--- src/rtl/gem_sync_pkg.sv ---
// Shared definitions for the GEM K-char sync monitors.
package gem_sync_pkg;

   localparam int CNTW = 4;

   typedef enum logic [1:0] {
      ST_LOCKED   = 2'd0,
      ST_SLIPPING = 2'd1,
      ST_UNLOCKED = 2'd2,
      ST_LOCKING  = 2'd3
   } sync_state_e;

endpackage

--- src/rtl/gem_sync_fsm.sv ---
// One sync monitor: lock/unlock debounce FSM, sticky lost-sync flag and
// saturating raw-mismatch counter.
//
// state       | meaning
// ST_LOCKED   | in sync, no pending mismatches
// ST_SLIPPING | in sync, counting consecutive mismatches toward loss
// ST_UNLOCKED | sync lost, waiting for a first match
// ST_LOCKING  | out of sync, counting consecutive matches toward lock
module gem_sync_fsm
   import gem_sync_pkg::*;
#(
   parameter int LOCK_CNT   = 4,
   parameter int UNLOCK_CNT = 2,
   parameter int ERRW       = 16
) (
   input  logic            i_clock,
   input  logic            i_rst,
   input  logic            i_resync,
   input  logic            i_clr,
   input  logic            i_match,
   output logic            o_synced,
   output logic            o_lostsync,
   output logic [ERRW-1:0] o_err_cnt
);

   localparam logic [CNTW-1:0] LOCK_N   = CNTW'(LOCK_CNT);
   localparam logic [CNTW-1:0] UNLOCK_N = CNTW'(UNLOCK_CNT);

   sync_state_e     r_state, w_state_nxt;
   logic [CNTW-1:0] r_cnt, w_cnt_nxt, w_cnt_inc;
   logic            r_synced, r_lost;
   logic [ERRW-1:0] r_err;
   logic            w_synced_nxt, w_enter_unl;

   assign w_cnt_inc = r_cnt + CNTW'(1);

   always_comb begin
      w_state_nxt = r_state;
      w_cnt_nxt   = r_cnt;
      if (i_resync) begin
         w_state_nxt = ST_LOCKED;
         w_cnt_nxt   = '0;
      end else begin
         case (r_state)
            ST_LOCKED: if (!i_match) begin
               w_state_nxt = (UNLOCK_CNT == 1) ? ST_UNLOCKED : ST_SLIPPING;
               w_cnt_nxt   = (UNLOCK_CNT == 1) ? '0 : CNTW'(1);
            end
            ST_SLIPPING: if (i_match) begin
               w_state_nxt = ST_LOCKED;
               w_cnt_nxt   = '0;
            end else if (w_cnt_inc == UNLOCK_N) begin
               w_state_nxt = ST_UNLOCKED;
               w_cnt_nxt   = '0;
            end else begin
               w_cnt_nxt = w_cnt_inc;
            end
            ST_UNLOCKED: if (i_match) begin
               w_state_nxt = (LOCK_CNT == 1) ? ST_LOCKED : ST_LOCKING;
               w_cnt_nxt   = (LOCK_CNT == 1) ? '0 : CNTW'(1);
            end
            ST_LOCKING: if (!i_match) begin
               w_state_nxt = ST_UNLOCKED;
               w_cnt_nxt   = '0;
            end else if (w_cnt_inc == LOCK_N) begin
               w_state_nxt = ST_LOCKED;
               w_cnt_nxt   = '0;
            end else begin
               w_cnt_nxt = w_cnt_inc;
            end
            default: begin
               w_state_nxt = ST_LOCKED;
               w_cnt_nxt   = '0;
            end
         endcase
      end
   end

   assign w_synced_nxt = (w_state_nxt == ST_LOCKED) || (w_state_nxt == ST_SLIPPING);
   assign w_enter_unl  = (w_state_nxt == ST_UNLOCKED) && (r_state != ST_UNLOCKED);

   always_ff @(posedge i_clock or posedge i_rst) begin
      if (i_rst) begin
         r_state  <= ST_LOCKED;
         r_cnt    <= '0;
         r_synced <= 1'b1;
         r_lost   <= 1'b0;
         r_err    <= '0;
      end else begin
         r_state  <= w_state_nxt;
         r_cnt    <= w_cnt_nxt;
         r_synced <= w_synced_nxt;
         if (i_resync)
            r_lost <= 1'b0;
         else if (w_enter_unl)
            r_lost <= 1'b1;
         // Counter sees every raw mismatch, even one masked from the FSM by resync.
         if (i_clr)
            r_err <= '0;
         else if (!i_match && (r_err != {ERRW{1'b1}}))
            r_err <= r_err + ERRW'(1);
      end
   end

   assign o_synced   = r_synced;
   assign o_lostsync = r_lost;
   assign o_err_cnt  = r_err;

endmodule

--- src/rtl/gem_sync_mon_n.sv ---
// GEM K-char sync monitor for NCH chambers: per-chamber fiber comparison
// plus a super-chamber comparison of the chamber reference fibers.
module gem_sync_mon_n
   import gem_sync_pkg::*;
#(
   parameter int NCH        = 2,
   parameter int FPC        = 2,
   parameter int KW         = 8,
   parameter int LOCK_CNT   = 4,
   parameter int UNLOCK_CNT = 2,
   parameter int ERRW       = 16
) (
   input  logic                  i_clock,
   input  logic                  i_global_reset,
   input  logic                  i_ttc_resync,
   input  logic                  i_clr_counters,
   input  logic [NCH*FPC-1:0]    i_fiber_en,
   input  logic [NCH*FPC*KW-1:0] i_kchar,
   output logic [NCH-1:0]        o_ch_synced,
   output logic                  o_sc_synced,
   output logic [NCH-1:0]        o_ch_lostsync,
   output logic                  o_sc_lostsync,
   output logic [NCH*ERRW-1:0]   o_ch_err_cnt,
   output logic [ERRW-1:0]       o_sc_err_cnt
);

   logic [NCH-1:0] w_ch_match;
   logic           w_sc_match;

   // A disabled reference fiber makes every comparison against it pass.
   always_comb begin
      w_ch_match = '1;
      for (int c = 0; c < NCH; c++) begin
         for (int f = 1; f < FPC; f++) begin
            if (i_fiber_en[c*FPC] && i_fiber_en[c*FPC+f] &&
                (i_kchar[(c*FPC+f)*KW +: KW] != i_kchar[c*FPC*KW +: KW]))
               w_ch_match[c] = 1'b0;
         end
      end
   end

   always_comb begin
      w_sc_match = &w_ch_match;
      for (int c = 1; c < NCH; c++) begin
         if (i_fiber_en[c*FPC] && i_fiber_en[0] &&
             (i_kchar[c*FPC*KW +: KW] != i_kchar[0 +: KW]))
            w_sc_match = 1'b0;
      end
   end

   for (genvar c = 0; c < NCH; c++) begin : g_ch
      gem_sync_fsm #(
         .LOCK_CNT   (LOCK_CNT),
         .UNLOCK_CNT (UNLOCK_CNT),
         .ERRW       (ERRW)
      ) u_fsm (
         .i_clock    (i_clock),
         .i_rst      (i_global_reset),
         .i_resync   (i_ttc_resync),
         .i_clr      (i_clr_counters),
         .i_match    (w_ch_match[c]),
         .o_synced   (o_ch_synced[c]),
         .o_lostsync (o_ch_lostsync[c]),
         .o_err_cnt  (o_ch_err_cnt[c*ERRW +: ERRW])
      );
   end

   gem_sync_fsm #(
      .LOCK_CNT   (LOCK_CNT),
      .UNLOCK_CNT (UNLOCK_CNT),
      .ERRW       (ERRW)
   ) u_sc_fsm (
      .i_clock    (i_clock),
      .i_rst      (i_global_reset),
      .i_resync   (i_ttc_resync),
      .i_clr      (i_clr_counters),
      .i_match    (w_sc_match),
      .o_synced   (o_sc_synced),
      .o_lostsync (o_sc_lostsync),
      .o_err_cnt  (o_sc_err_cnt)
   );

endmodule
--- config.mk ---
export PLATFORM = sky130hd
export DESIGN_NAME = gem_sync_mon_n
export DESIGN_NICKNAME = d
export VERILOG_FILES = /design/src/rtl/gem_sync_pkg.sv /design/src/rtl/gem_sync_fsm.sv /design/src/rtl/gem_sync_mon_n.sv
export SDC_FILE = /design/constraint.sdc
export NUM_CORES = 1
export LEC_CHECK = 0
export CAP_MARGIN = 30
export CORE_MARGIN = 4
export CORE_UTILIZATION = 30
export DETAILED_ROUTE_END_ITERATION = 10
export PLACE_DENSITY = 0.48
export SETUP_SLACK_MARGIN = 0.02
export SLEW_MARGIN = 20
export SYNTH_ARGS = -nofsm -noshare
export SYNTH_HDL_FRONTEND = slang
export SYNTH_HIERARCHICAL = 1
export SYNTH_SLANG_ARGS = --single-unit
--- constraint.sdc ---
create_clock -name i_clock -period 2.04 [get_ports i_clock]
set_input_delay 0.408 -clock i_clock [delete_from_list [all_inputs] [get_ports i_clock]]
set_output_delay 0.408 -clock i_clock [all_outputs]
set_load 0.005 [all_outputs]
After elaboration in Yosys (flattened, before gate mapping). Index checks and enable logic that the tools add are counted.

$add $sub $neg: 6. Equality and inequality tests: 36. Muxes and demuxes: 63. Reductions and logical operators: 32.

Operators with widths (number): 2-to-1 mux 16 bit (6); 2-to-1 mux 4 bit (21); adder 16 x 1 -> 16 bit (second input constant) (3); != test 16 bit (second input constant) (3); case mux 4 bit (4 select lines) (3); 2-to-1 mux 2 bit (21); != test 8 bit (3); case mux 2 bit (4 select lines) (3); == test 2 bit (second input constant) (9); != test 3 bit (second input constant) (5); adder 4 x 1 -> 4 bit (second input constant) (3); == test 2 x 1 -> 1 bit (second input constant) (6); == test 4 x 2 -> 1 bit (second input constant) (3); == test 4 x 3 -> 1 bit (second input constant) (3); logical AND 1 bit (12); logical NOT 2 bit (6); nonzero test 2 bit (6); 2-to-1 mux 1 bit (9); AND reduction 2 bit (4); != test 2 bit (second input constant) (3); logical OR 1 bit (3); != test 3 x 2 -> 1 bit (second input constant) (1); logical NOT 1 bit (1).

Bits in registers: 72. Input bits: 40. Output and inout bits: 54.

Logic depth before layout (Yosys ltp).
Depth in word-level cells: 12. Depth in mapped cells: 8. Gate-level depth less buffers: 8.

By module. The synthesis kept the hierarchy.

Modules (own cells, without submodules): gem_sync_fsm (g_ch[0].u_fsm) (instances 1, cells an instance 167, area an instance 1517.7 sq um); gem_sync_fsm (g_ch[1].u_fsm) (instances 1, cells an instance 161, area an instance 1483.9 sq um); gem_sync_fsm (u_sc_fsm) (instances 1, cells an instance 152, area an instance 1425.1 sq um); gem_sync_mon_n (instances 1, cells an instance 34, area an instance 286.5 sq um).

Worst setup path after synthesis. No wires, ideal clock.

Path type: input-to-reg. From: input port i_kchar[3]. To: register u_sc_fsm.r_err[4] (netlist: u_sc_fsm/o_err_cnt[4]). Setup time: 0.078 ns. Data arrival time: 2.023 ns. Slack: -0.061 ns. Stages: 8. Path buffers: 1. Path through: xnor2_1 > nand4_1 > o211ai_2 > and3_1 > nand3b_1 > clkbuf_1 > or4_2 > a21oi_1.

Cells in the longest elaborated chain, start to end: 8.

RTL lines: start, declared (line gem_sync_mon_n.sv:18) `input logic [NCH*FPC*KW-1:0] i_kchar,`; != test 8 bit (line gem_sync_mon_n.sv:36) `(i_kchar[(c*FPC+f)*KW +: KW] != i_kchar[c*FPC*KW +: KW]))`; logical AND 1 bit (line gem_sync_mon_n.sv:35) `if (i_fiber_en[c*FPC] && i_fiber_en[c*FPC+f] &&`; 2-to-1 mux 1 bit (line gem_sync_mon_n.sv:35); net w_ch_match[0] (line gem_sync_mon_n.sv:27) `logic [NCH-1:0] w_ch_match;`; AND reduction 2 bit (line gem_sync_mon_n.sv:43) `w_sc_match = &w_ch_match;`; 2-to-1 mux 1 bit (line gem_sync_mon_n.sv:45) `if (i_fiber_en[c*FPC] && i_fiber_en[0] &&`; net w_sc_match (line gem_sync_mon_n.sv:28) `logic w_sc_match;`; logical NOT 1 bit (line gem_sync_fsm.sv:100) `else if (!i_match && (r_err != {ERRW{1'b1}}))`; logical AND 1 bit (line gem_sync_fsm.sv:100); nonzero test 2 bit (no source line); end signal, assigned (line gem_sync_fsm.sv:101) `r_err <= r_err + ERRW'(1);`; end, declared (line gem_sync_fsm.sv:32) `logic [ERRW-1:0] r_err;`.

The timed path passes the listed nets, and every way through them passes these cells. A chain may end at the register's enable or synchronous reset.

Worst setup path in the final report.
From: input port i_kchar[22]. To: register u_sc_fsm.r_err[10] (netlist: u_sc_fsm/o_err_cnt[10]).

Cells in the longest elaborated chain, start to end: 8.

RTL lines (line): != test 8 bit (gem_sync_mon_n.sv:36); logical AND 1 bit (gem_sync_mon_n.sv:35); 2-to-1 mux 1 bit (gem_sync_mon_n.sv:35); AND reduction 2 bit (gem_sync_mon_n.sv:43); 2-to-1 mux 1 bit (*) (gem_sync_mon_n.sv:45); net w_sc_match (gem_sync_mon_n.sv:28); logical NOT 1 bit (*) (gem_sync_fsm.sv:100); logical AND 1 bit (*) (gem_sync_fsm.sv:100); nonzero test 2 bit (no source line) (*).

Mark *: on every way through the listed nets, which the timed path passes. The rest lies on a longest branch.

==> impl_results.md <==
* RR Startpoint: u_sc_fsm/o_err_cnt[11]$_DFFE_PP0P_
* Final Routed Wirelength at 14170 um
* Synthesized flop and latch total at 72
* Die height at 133.3 um
* CP Launch Type: input port
* Worst-path clk slew at 60 ps
* Maximum capacitance violations at 0
* Routed wire length on met3 at 929 um
* CP Capture Type: flop
* Synthesized cell area at 4713 um^2
* Period minus WS final at 1940 ps
* DP HPWL at 10370 um
* Async SR Flop Fraction at 1.000
* Clk buf depth at 2
* Total nets after synthesis at 566
* Total CTS buffers at 9
* Crit path DAT at 2200 ps
* Synth top area cells: dfrtp_1 37%, xnor2_1 5.9%, a21oi_1 4.2%
* Number of synthesized flops with an enable pin at 0
* Top Layer Used: met5
* Placement Cell Area at 6215 um^2
* Share of layout cells above drive strength 1 at 0.2333
* Ys Warns at 6
* VDD IR max at 0.3595 mV
* Clock Tree Root: clkbuf_16
* Reg-to-reg endpoint: u_sc_fsm/o_err_cnt[0]$_DFFE_PP0P_
* Outcome: complete, no violations
* Final Hold Fails at 0
* Row cnt at 45
* LEAKAGE at 2.783 nW
* Register area share after synthesis at 0.3831
* Synth top area share at 0.3663
* Top_reg_cell synth: dfrtp_1
* F_max at 0.5155 GHz
* Post-synth cell types at 60
* Initial antenna violation count at 4
* Setup Skew at 6.156 ps
* Global-route wire length before repair at 22720 um
* Vias after detailed routing at 4537
* Largest net degree at the start of global routing at 66
* DR WL/cell at 16.26 um
* GRT Resource Usage Total at 0.1587
* Met2 WL at 6653 um
* Buffers on Ports at 93
* H-Tree Depth at 3
* P&R area growth vs syn at 43.08%
* TNS Setup at 0 ps
* Reg-to-reg slack, setup at 150 ps
* Overflow after GRT at 0
* Hold Buf Count CTS at 0
* Drt pass-1 iters at 4
* Initial drt markers at 185
* CTS tree: done
* Die width at 133.3 um
* Syn Area/Cell at 9.170 um^2
* Required time worst endpoint at 2300 ps
* Die ar. at 17780 um^2
* Final instance area at 6744 um^2
* Cell taking the most area after synthesis: dfrtp_1
* Final GP Congestion at 0.8034
* Starting density of the core at 0.3078
* Slew headroom at 0.6321
* Tcrit/Tclk final at 0.9509
* Wl on met1 at 6342 um
* # IOs at 94
* Number of global-route vias before repair at 4372
* Mapped Cells at 514
* CP Max Fanout at 7
* Core area at 15310 um^2
* # setup viols final at 0
* Max-slew violation count at 0
* Cell depth of the worst flop-to-flop path at 4
* # nets final at 707
* Synth top cells by count: 69 x dfrtp_1, 40 x a21oi_1, 38 x nor2_1
* Fill cell count at 1539
* Worst Tran Pin Value at 546.9 ps
* N_diodes at 0
* Most common cell in the netlist: dfrtp_1
* Clk sinks at 72
* Drt drc at 0
* Via density at 5.209
* PD cells at 568.6 nW/um^2
* Antenna-violating nets left at 0
* WS Path Type: input port to flop
* HP Class: input port to async pin
* Clk Latency, worst-skew pair at 340 ps
## worst max-delay path, stage by stage
cell      delay, ps
buf_4           130
xnor2_2         130
nand4_1         120
o211ai_1        110
and3_4          180
buf_4           130
nand3b_1        250
buf_6           200
or4_1           400
a21oi_1         150
## report_power, final
group	switching (mW)	total, mW	internal [mW]
registers	0.0603	1.53	1.47
logic	0.240	0.499	0.259
clock network	0.617	1.81	1.19
total	0.917	3.83	2.92
## placed cells by master (no fill, tap or decap), drive strengths merged, types with 10 or more instances in the layout
cell type and n:
buf 76, dfrtp 69, clkdlybuf4s50 56, nor2 40
a21oi 40, xnor2 32, inv 28, nand3 24
clkbuf 21, nand4 19, or4 19, nand2 18
o21ai 18, nor2b 16, nor3 16, ha 12
o31ai 11, mux2 11, mux2i 10, a211oi 10
## metal layers
layer  track usage  vias to the layer above
li1              -                     2204
met1        0.1995                     2181
met2        0.2610                      122
met3       0.05853                       22
met4       0.03657                        8
met5             0                        -
## stage by stage
stage                     hold slack (ps)    util  worst slack [ps]  cells  total power [mW]
after floorplan                     421.9       -             1.305    514             1.787
after global placement              528.9  0.4058            -710.6    846             2.027
after detailed placement            545.7  0.4058            -731.4    846             2.033
after CTS                           544.1  0.4345             21.11    869             3.869
after global routing                571.2  0.4404            -18.82    871             4.009
final                               540.5  0.4404             100.1    871             3.834
## repair_timing
action / 4_1_cts / 5_1_grt
resized for setup: 109 / 75
setup buffers: 7 / 3
setup endpoints to repair: 47 / 14
pin swaps: 34 / 28
## final cells by class
class                   count  area [um^2]  area share
inverters                  28        105.1     0.01558
flip-flops and latches     72         1805      0.2677
clock inverters             6        107.6     0.01596
repair buffers            147         1305      0.1935
multi-input cells         397         2928      0.4341
clock buffers              10        229.0     0.03395
well taps                 211        264.0     0.03915
## how the worst max path moves through the flow
stage                                  startpoint                                  to  slack, ps  cells after the start
3_3_place_gp                           i_kchar[7]  u_sc_fsm/o_err_cnt[13]$_DFFE_PP0P_       -710                      9
4_1_cts                                i_kchar[4]  u_sc_fsm/o_err_cnt[15]$_DFFE_PP0P_         20                     10
2_1_floorplan                          i_kchar[3]   u_sc_fsm/o_err_cnt[4]$_DFFE_PP0P_          1                      8
3_5_place_dp                           i_kchar[7]  u_sc_fsm/o_err_cnt[13]$_DFFE_PP0P_       -730                      9
5_1_grt        u_sc_fsm/o_err_cnt[11]$_DFFE_PP0P_   u_sc_fsm/o_err_cnt[0]$_DFFE_PP0P_        -20                      4
6_report                              i_kchar[22]  u_sc_fsm/o_err_cnt[10]$_DFFE_PP0P_        100                     10
## flip-flops by register name, indices dropped and copies added, names as in the netlist
register	flops
u_sc_fsm/o_err_cnt	16
u_sc_fsm/o_synced	1
u_sc_fsm/r_cnt	4
u_sc_fsm/o_lostsync	1
g_ch.u_fsm/r_cnt	8
u_sc_fsm/r_state	2
g_ch.u_fsm/o_err_cnt	32
g_ch.u_fsm/o_synced	2
g_ch.u_fsm/o_lostsync	2
g_ch.u_fsm/r_state	4
## kinds of logic after synthesis
logic type      share of synthesized area
mux                               0.04752
flops                              0.3831
buf+inv                           0.03663
fa+ha+maj                         0.03185
simple gates                       0.2708
xor+xnor                          0.06132
compound gates                     0.1688
Power figures use the tool's default switching activity.
==> patch (same settings) <==
The 4 states of `sync_state_e` get a one-hot encoding in 4 bits.
--- a/src/rtl/gem_sync_pkg.sv
+++ b/src/rtl/gem_sync_pkg.sv
@@ -3,11 +3,11 @@
 
    localparam int CNTW = 4;
 
-   typedef enum logic [1:0] {
-      ST_LOCKED   = 2'd0,
-      ST_SLIPPING = 2'd1,
-      ST_UNLOCKED = 2'd2,
-      ST_LOCKING  = 2'd3
+   typedef enum logic [3:0] {
+      ST_LOCKED   = 4'b0001,
+      ST_SLIPPING = 4'b0010,
+      ST_UNLOCKED = 4'b0100,
+      ST_LOCKING  = 4'b1000
    } sync_state_e;
 
 endpackage
Check against the original RTL: same outputs for any inputs over 4 cycles, from zero or initial values and one cycle with i_global_reset high; so few cycles prove little.
==> patch against the original RTL <==
Power shrank 4.3%. Synthesized cell count is 11% higher. Sequential cell count rose by 6. Sequential share of layout area grew 0.61 points. Utilization shrank 2.5 points. Largest cell class unchanged. Wire length down 2.3%. Global-route usage down 1.4 points. Area after synthesis rose by 11%. Setup slack got worse by 0.037 ns. Highest routed layer is now met4. Critical path type unchanged. Cell area is 6.2% higher. Count of clock-buffer cells in the layout increased by 4. Maximum frequency shrank 1.9%. Clock power is 19% lower. Critical endpoint is now g_ch[0].u_fsm/r_cnt[2].
==> patch: results (changes against the original RTL) <==
STA
  • Part of the cycle the worst path needs: 96.9% (+1.8 points)
  • Normalized max-slew margin: 61.7% (-1.5 points)

Setup path
  • Reg-to-Reg Start: g_ch[1].u_fsm/r_state[2]
  • FF-to-FF setup slack: 0.11 ns (-0.04 ns)
  • Endpoint of the worst-slack reg-to-reg timing path: g_ch[1].u_fsm/r_cnt[2]
  • Critical Path Start: i_kchar[4]
  • Number of cell instances on the worst register-to-register path: 5 (+1)
  • Capturing instance or port of the critical path: g_ch[0].u_fsm/r_cnt[2]

Global route
  • Total GRT Usage: 14.4% (-1.4 points)
  • Antenna violations before repair: 0 (-4)
  • Wire length of the first global-routing pass: 23,800 um (+4.7%)

Placement
  • Count of placed standard cells including taps: 914 (+8.0%)
  • Cell Area, Placed: 6800 um2 (+9.4%)
  • HPWL Detailed: 10,200 um (-1.3%)
  • Worst-case setup slack after placement: -0.691 ns (+0.0405 ns)
  • Final weighted congestion in routability-driven placement: 0.831 (+3.4%)

Cells and area
  • Final instance count without filler cells: 934 (+7.2%)
  • Filler Cells Inserted: 1,701 (+11%)

Yosys
  • Cells taking the most area after synthesis: sky130_fd_sc_hd__dfrtp_1 (34%), sky130_fd_sc_hd__xnor2_1 (6.3%), sky130_fd_sc_hd__xor2_1 (5.8%), sky130_fd_sc_hd__nor2_1 (5.4%), sky130_fd_sc_hd__dfstp_2 (3.0%)
  • Sequential cell area fraction in the yosys report: 37.4% (-0.92 points)

Route
  • Violation count after the first detailed-routing iteration: 240 (+30%)
  • Average via count per standard cell: 5.01 (-3.8%)
  • Detailed-route wire length: 13,800 um (-2.3%)

Outcome
  • Result of the run: finished clean

Pwr
  • Leakage power: 0.00288 uW (+3.7%)
  • Worst VDD drop: 0.359 mV (-0.11%)
[patch: cell types whose count changed after synthesis, sizes merged, moves of 10 or more]
cell / unedited run / this run
nor2b: 16 / 5
a21oi: 40 / 27
or4: 19 / 5
inv: 28 / 18
mux2: 11 / 1
xor2: 1 / 35
nor2: 40 / 76
[patch: kinds of logic (layout without fill, tap and decap cells)]
group                      Yosys count  count (layout)  share of synthesized area [%]
AOI/OAI and AO/OA                  109             109                           15.5
and+or+nand+nor                    253             253                           27.5
adders and majority gates           12              12                           2.86
muxes                                4               4                          0.788
xor gates and xnor gates            73              73                           12.2
buffers and inverters               43             180                           3.72
DFF                                 78              78                           37.4
[patch: repair_timing]
| action | CTS | global route |
|---|---|---|
| setup endpoints to repair | 60 | 42 |
| gates resized for setup | 53 | 100 |
| buffers inserted | 0 | 4 |
| pin swaps | 23 | 30 |
[patch: cell type report]
type / instances / area [um2] / share of cell area [%]
well taps: 225 / 282 / 3.93
inverters: 18 / 67.6 / 0.944
clock buffers: 14 / 264 / 3.69
multi-input cells: 451 / 3300 / 46.1
flip-flops and latches: 78 / 1960 / 27.4
clock inverters: 2 / 10.0 / 0.140
repair buffers: 146 / 1270 / 17.8
[patch: layer usage]
metal | wire [um] | share of wire [%] | global-route usage (%)
met2 | 6680 | 48 | 23.6
met5 | 0 | 0 | 0
met3 | 498 | 3.6 | 3.18
met1 | 6520 | 47 | 19.4
met4 | 142 | 1.0 | 3.52
[patch: power groups by stage]
stage / sequential, uW / combinational [uW] / clock, uW
6_report: 1630 / 575 / 1460
5_1_grt: 1640 / 634 / 1610
4_1_cts: 1630 / 567 / 1540
3_5_place_dp: 1650 / 575 / 0
3_3_place_gp: 1650 / 571 / 0
2_1_floorplan: 1650 / 323 / 0
